[config.mk]
export PLATFORM = sky130hd
export DESIGN_NAME = command_encoder
export DESIGN_NICKNAME = d
export VERILOG_FILES = /design/src/rtl/cmd_encoder_pkg.sv /design/src/rtl/cmd_req_fifo.sv /design/src/rtl/command_encoder.sv
export SDC_FILE = /design/constraint.sdc
export NUM_CORES = 1
export LEC_CHECK = 0
export BUFFER_PORTS_ARGS = -buffer_cell sky130_fd_sc_hd__buf_2
export CAP_MARGIN = 10
export CORE_MARGIN = 2
export CORE_UTILIZATION = 50
export CTS_BUF_LIST = sky130_fd_sc_hd__clkbuf_8
export CTS_CLUSTER_SIZE = 30
export DETAILED_ROUTE_END_ITERATION = 6
export PLACE_DENSITY_LB_ADDON = 0.25
export SETUP_SLACK_MARGIN = 0.15
export SYNTH_ARGS = -nofsm -noshare
export SYNTH_HDL_FRONTEND = slang
export SYNTH_HIERARCHICAL = 1
export SYNTH_SLANG_ARGS = --single-unit
export TNS_END_PERCENT = 1
[constraint.sdc]
create_clock -name Clk -period 3 [get_ports Clk]
set_clock_uncertainty 0.05 [all_clocks]
set_input_delay 0.45 -clock Clk [delete_from_list [all_inputs] [get_ports Clk]]
set_output_delay 0.45 -clock Clk [all_outputs]
set_load 0.01 [all_outputs]
[src/rtl/cmd_encoder_pkg.sv]
// rtl/cmd_encoder_pkg.sv - shared types and constants for the command encoder
package cmd_encoder_pkg;

    localparam int CMD_ADDR_W   = 12;
    localparam int CMD_NIBBLE_W = 4;
    localparam int CMD_WORD_W   = 16;
    localparam int MAX_NIBBLES  = 4;
    localparam int CMD_CNT_W    = 3;

    typedef enum logic [1:0] {
        IDLE = 2'd0,
        SEND = 2'd1,
        GAP  = 2'd2
    } cmd_state_e;

    typedef struct packed {
        logic [CMD_ADDR_W-1:0]  address;
        logic [CMD_WORD_W-1:0]  data;
        logic [CMD_CNT_W-1:0]   nibbles;
    } cmd_req_t;

    // Requests asking for more nibbles than the data field holds send all four.
    function automatic logic [CMD_CNT_W-1:0] clamp_nibbles(input logic [CMD_CNT_W-1:0] n);
        return (n > CMD_CNT_W'(MAX_NIBBLES)) ? CMD_CNT_W'(MAX_NIBBLES) : n;
    endfunction

endpackage

[src/rtl/cmd_req_fifo.sv]
// rtl/cmd_req_fifo.sv - synchronous FIFO of request records
// DEPTH must be a power of two; pointers carry one extra wrap bit.
module cmd_req_fifo
    import cmd_encoder_pkg::*;
#(
    parameter int DEPTH = 4
) (
    input  logic     clk_i,
    input  logic     rst_ni,
    input  logic     push_i,
    input  cmd_req_t push_data_i,
    input  logic     pop_i,
    output cmd_req_t pop_data_o,
    output logic     full_o,
    output logic     empty_o
);

    localparam int AW = (DEPTH > 1) ? $clog2(DEPTH) : 1;

    cmd_req_t      mem_q [DEPTH];
    logic [AW:0]   wr_ptr_q;
    logic [AW:0]   rd_ptr_q;
    logic          do_push;
    logic          do_pop;

    assign empty_o    = (wr_ptr_q == rd_ptr_q);
    assign full_o     = (wr_ptr_q[AW] != rd_ptr_q[AW]) &&
                        (wr_ptr_q[AW-1:0] == rd_ptr_q[AW-1:0]);
    assign do_push    = push_i && !full_o;
    assign do_pop     = pop_i && !empty_o;
    assign pop_data_o = mem_q[rd_ptr_q[AW-1:0]];

    always_ff @(posedge clk_i or negedge rst_ni) begin
        if (!rst_ni) begin
            wr_ptr_q <= '0;
            rd_ptr_q <= '0;
        end else begin
            if (do_push) wr_ptr_q <= wr_ptr_q + 1'b1;
            if (do_pop)  rd_ptr_q <= rd_ptr_q + 1'b1;
        end
    end

    always_ff @(posedge clk_i) begin
        if (do_push) mem_q[wr_ptr_q[AW-1:0]] <= push_data_i;
    end

endmodule

[src/rtl/command_encoder.sv]
// rtl/command_encoder.sv - splits requests into nibble command strobes on the DIF bus
// CMD_ENCODER_FIFO_EN selects a request FIFO instead of the single holding register.
module command_encoder
    import cmd_encoder_pkg::*;
#(
    parameter int GAP_CYCLES = 1,
    parameter int FIFO_DEPTH = 4
) (
    input  logic                   Clk,
    input  logic                   reset_n,
    input  logic                   ReqValid,
    output logic                   ReqReady,
    input  logic [CMD_ADDR_W-1:0]  ReqAddress,
    input  logic [CMD_WORD_W-1:0]  ReqData,
    input  logic [CMD_CNT_W-1:0]   ReqNibbles,
    output logic                   CommandEn,
    output logic [CMD_WORD_W-1:0]  CommandWord,
    output logic                   Busy
);

    localparam int GW = (GAP_CYCLES > 1) ? $clog2(GAP_CYCLES) : 1;
    localparam logic [GW-1:0] GAP_LOAD = GW'((GAP_CYCLES > 0) ? GAP_CYCLES - 1 : 0);

    if ((FIFO_DEPTH < 2) || ((FIFO_DEPTH & (FIFO_DEPTH - 1)) != 0)) begin : g_bad_depth
        $error("FIFO_DEPTH must be a power of two of at least 2");
    end

    cmd_state_e               state_q;
    logic [CMD_ADDR_W-1:0]    addr_q;
    logic [CMD_WORD_W-1:0]    data_q;
    logic [CMD_CNT_W-1:0]     remaining_q;
    logic [GW-1:0]            gap_cnt_q;
    logic                     cmd_en_q;
    logic [CMD_WORD_W-1:0]    cmd_word_q;

    cmd_req_t                 req_in;
    cmd_req_t                 req_head;
    logic                     req_avail;
    logic                     req_take;
    logic [CMD_CNT_W-1:0]     req_len;

    assign req_in = {ReqAddress, ReqData, ReqNibbles};

`ifdef CMD_ENCODER_FIFO_EN
    logic fifo_full;
    logic fifo_empty;

    cmd_req_fifo #(
        .DEPTH (FIFO_DEPTH)
    ) u_req_fifo (
        .clk_i       (Clk),
        .rst_ni      (reset_n),
        .push_i      (ReqValid),
        .push_data_i (req_in),
        .pop_i       (req_take),
        .pop_data_o  (req_head),
        .full_o      (fifo_full),
        .empty_o     (fifo_empty)
    );

    assign ReqReady  = !fifo_full;
    assign req_avail = !fifo_empty;
    assign Busy      = (state_q != IDLE) || !fifo_empty;
`else
    // The working registers double as the holding register: accept only when idle.
    assign req_head  = req_in;
    assign ReqReady  = (state_q == IDLE);
    assign req_avail = ReqValid;
    assign Busy      = (state_q != IDLE);
`endif

    assign req_take = (state_q == IDLE) && req_avail;
    assign req_len  = clamp_nibbles(req_head.nibbles);

    assign CommandEn   = cmd_en_q;
    assign CommandWord = cmd_word_q;

    always_ff @(posedge Clk or negedge reset_n) begin
        if (!reset_n) begin
            state_q     <= IDLE;
            addr_q      <= '0;
            data_q      <= '0;
            remaining_q <= '0;
            gap_cnt_q   <= '0;
            cmd_en_q    <= 1'b0;
            cmd_word_q  <= '0;
        end else begin
            cmd_en_q <= 1'b0;
            unique case (state_q)
                IDLE: begin
                    // Zero-length requests are consumed here without leaving IDLE.
                    if (req_take && (req_len != '0)) begin
                        addr_q      <= req_head.address;
                        data_q      <= req_head.data;
                        remaining_q <= req_len;
                        state_q     <= SEND;
                    end
                end
                SEND: begin
                    cmd_en_q    <= 1'b1;
                    cmd_word_q  <= {addr_q, data_q[CMD_NIBBLE_W-1:0]};
                    addr_q      <= addr_q + 1'b1;
                    data_q      <= data_q >> CMD_NIBBLE_W;
                    remaining_q <= remaining_q - 1'b1;
                    if (GAP_CYCLES > 0) begin
                        state_q   <= GAP;
                        gap_cnt_q <= GAP_LOAD;
                    end else if (remaining_q == CMD_CNT_W'(1)) begin
                        state_q <= IDLE;
                    end
                end
                GAP: begin
                    if (gap_cnt_q == '0) begin
                        state_q <= (remaining_q != '0) ? SEND : IDLE;
                    end else begin
                        gap_cnt_q <= gap_cnt_q - 1'b1;
                    end
                end
                default: state_q <= IDLE;
            endcase
        end
    end

endmodule

==> flow_metrics.py <==
metrics = {
    "outcome": {
        "status": "finished, final reports clean",
    },
    "yosys": {
        "syn_nets": 287,
        "ys_top_cells_by_count": "nand2_1, dfrtp_1, a31oi_1, nor2_1, nand3_1",
        "synthCells": 250,
        "synth.cell_area_um2": 2290,
        "ys.flop_type": "dfrtp_1",
        "synth_adder_area_share_pct": 1.64,
        "yosysTopAreaCell": "dfrtp_1",
        "ys_warn_count": 6,
        "synth_top_family_by_area": "simple AND/OR/NAND/NOR gates",
        "synthMuxAreaShare_pct": 0.437,
        "async_reset_ff_share_pct": 100,
        "synth_most_common_cell": "nand2_1",
        "syn-mean-instance-area_um2": 9.16,
        "synth_xor_area_share_pct": 0,
        "yosysSeqAreaShare_pct": 54.6,
        "synth_edf_count": 0,
        "yosysTopAreaCellShare_pct": 54.6,
        "synth.top_cells.by_area": "dfrtp_1, nand2_1, a31oi_1",
        "ys_seq_elements": 50,
        "yosys.area_share.simple_pct": 25.5,
        "synth_compound_area_share_pct": 11.9,
        "yosysUniqueCellTypes": 32,
    },
    "global_route": {
        "overflow": 0,
        "grt_use_total_pct": 18.9,
        "grt_pass1_wl_um": 7630,
        "grt_max_degree": 55,
        "grt_pass1_vias": 1718,
        "antenna_found_initial": 0,
    },
    "clock_network": {
        "post_cts_buffers": 0,
        "cts_tree": "built",
        "insertion_delay_ns": 0.31,
        "cts_root_buffer": "clkbuf_8",
        "path_clk_slew_ns": 0.09,
        "cts-buffers-inserted": 5,
        "clk_path_buf_depth": 2,
        "cts_resized": 0,
        "h-tree-depth": 2,
        "clock_sinks": 50,
        "hold_buffers": 0,
    },
    "placement": {
        "portBuffers": 52,
        "gp_congestion": 0.744,
        "numPlacedInstances": 341,
        "dpl.hpwl_um": 2900,
    },
    "floorplanning": {
        "fp.dieArea_um2": 5140,
        "std_cell_rows": 24,
        "die_y_um": 71.7,
        "die_w_um": 71.7,
        "core_um2": 4380,
        "ios": 53,
        "start_util_pct": 52.2,
    },
    "critical_path": {
        "crit_path_top_delay_cell": "o311a_1",
        "cp-start-kind": "register",
        "crit_family": "compound AO/OA/AOI/OAI gates",
        "crit_type": "reg -> reg",
        "cp-startpoint": "state_q[0]$_DFFE_PN0P_",
        "worst_path_largest_cell_delay_ns": 0.91,
        "reg2reg_from": "state_q[0]$_DFFE_PN0P_",
        "critical_path_required_ns": 3.17,
        "critPathMaxFanout": 29,
        "path_cells": "nor2_4, o311a_1, nor3_1, a211oi_2",
        "cp_data_arrival_time_ns": 2.22,
        "cp-end-kind": "register",
        "critPathBufInv": 0,
    },
    "routing": {
        "wirelength_um": 4440,
        "drt_first_pass_iters": 4,
        "drtAntennaViolNets": 0,
        "vias": 1848,
        "wl_per_cell_um": 12.7,
        "via_per_inst": 5.30,
        "post-route-drc-count": 0,
        "dr.first_iter.drc_count": 142,
    },
    "power_and_ir_drop": {
        "ir_worst_vdd_mv": 0.663,
        "p_per_area_nw_per_um2": 1070,
        "p_leak_nw": 1.33,
    },
    "layout": {
        "nets": 333,
        "synthToLayoutAreaGrowth_pct": 14.1,
        "drive_above_1_share_pct": 22.6,
        "final_cells": 349,
        "multi_input_area_um2": 906,
        "final-seq-area_um2": 1250,
        "antenna_cells": 0,
        "num-fill-cells": 415,
    },
    "sta": {
        "finalCriticalPeriod_ns": 2.05,
        "final_max_slew_viol_count": 0,
        "clock.fmax_mhz": 488,
        "rsz0062_at_grt": "false",
        "hold_violations": 0,
        "relSlewSlack_pct": 27.7,
        "fin_crit_sh_pct": 68.2,
        "setup_viol": 0,
        "tns_ns": 0,
        "worstMarginPinSlew_ns": 1.08,
    },
    "hold_path": {
        "hp-class": "in -> async",
    },
    "run": {
        "cap_violations": 0,
    },
}
==> final timing paths <==
check / depth (start not counted) / to / slack, ns
max: 4 / addr_q[8]$_DFFE_PN0P_ / 0.95
min: 1 / addr_q[11]$_DFFE_PN0P_ / 0.29
max reg2reg: 4 / addr_q[8]$_DFFE_PN0P_ / 0.95
min reg2reg: 2 / CommandWord[7]$_DFFE_PN0P_ / 0.42
max in group asynchronous: 1 / CommandWord[10]$_DFFE_PN0P_ / 1.94
min in group Clk: 3 / data_q[15]$_DFFE_PN0P_ / 0.29
==> placed cells by master, fill, tap and decap left out, drive strengths merged, types with 3 or more instances in the layout <==
| master | count |
|---|---|
| a21oi | 3 |
| inv | 6 |
| nand3 | 13 |
| nor2 | 17 |
| and3 | 3 |
| a31oi | 16 |
| buf | 54 |
| nand2b | 3 |
| clkbuf | 5 |
| o211ai | 7 |
| dfrtp | 50 |
| o311ai | 3 |
| nand2 | 94 |
| ha | 3 |
| o21ai | 3 |
==> report_power, final <==
part | internal (W) | switching [W] | total, W
registers | 0.00102 | 0.000230 | 0.00125
clock network | 0.000164 | 0.000226 | 0.000390
logic | 0.000458 | 0.000687 | 0.00115
total | 0.00164 | 0.00114 | 0.00278
==> layer usage <==
metal | track usage [%] | share of wire [%] | vias to the layer above
met3 | 3.94 | 4.4 | 6
met5 | 0 | 0 | -
met2 | 30.0 | 47 | 49
met1 | 25.6 | 47 | 853
met4 | 7.13 | 1.5 | 0
li1 | - | - | 940
==> logic make-up (layout without fill, tap and decap cells) <==
| family | count (synthesis) | after routing |
|---|---|---|
| AO/OA/AOI/OAI | 37 | 37 |
| adder cells (fa/ha/maj) | 3 | 3 |
| buffers and inverters | 21 | 68 |
| AND/OR/NAND/NOR | 138 | 138 |
| multiplexers | 1 | 1 |
| flip-flops | 50 | 50 |
==> metrics by stage <==
step,instance area (µm²),power [W],util (%),hold WS [ns],setup slack [ns]
2_1_floorplan,2290,0.00213,-,0.104,1.59
5_1_grt,2610,0.00305,59.6,0.296,0.781
3_5_place_dp,2520,0.00242,57.5,0.408,0.962
6_report,2610,0.00278,59.6,0.285,0.953
3_3_place_gp,2520,0.00237,57.5,0.402,1.01
4_1_cts,2610,0.00281,59.6,0.276,0.937
==> worst reg2reg max path: cells and delay by family, from the launching register on <==
kind	cells	cell delay [ns]
AND/OR/NAND/NOR	2	0.33
AO/OA/AOI/OAI	2	1.14
flip-flops	1	0.44
==> cell type report <==
type	instances	area share, %
clock inverters	3	0.814
multi-input cells	179	34.7
clock buffers	5	2.63
flip-flops and latches	50	47.9
repair buffers	54	10.5
well taps	52	2.49
inverters	6	0.958
==> flip-flops by register name, indices dropped and copies added (netlist names) <==
register,cells
CommandEn,1
CommandWord,16
addr_q,12
data_q,16
remaining_q,3
state_q,2
Power figures use the tool's default switching activity.
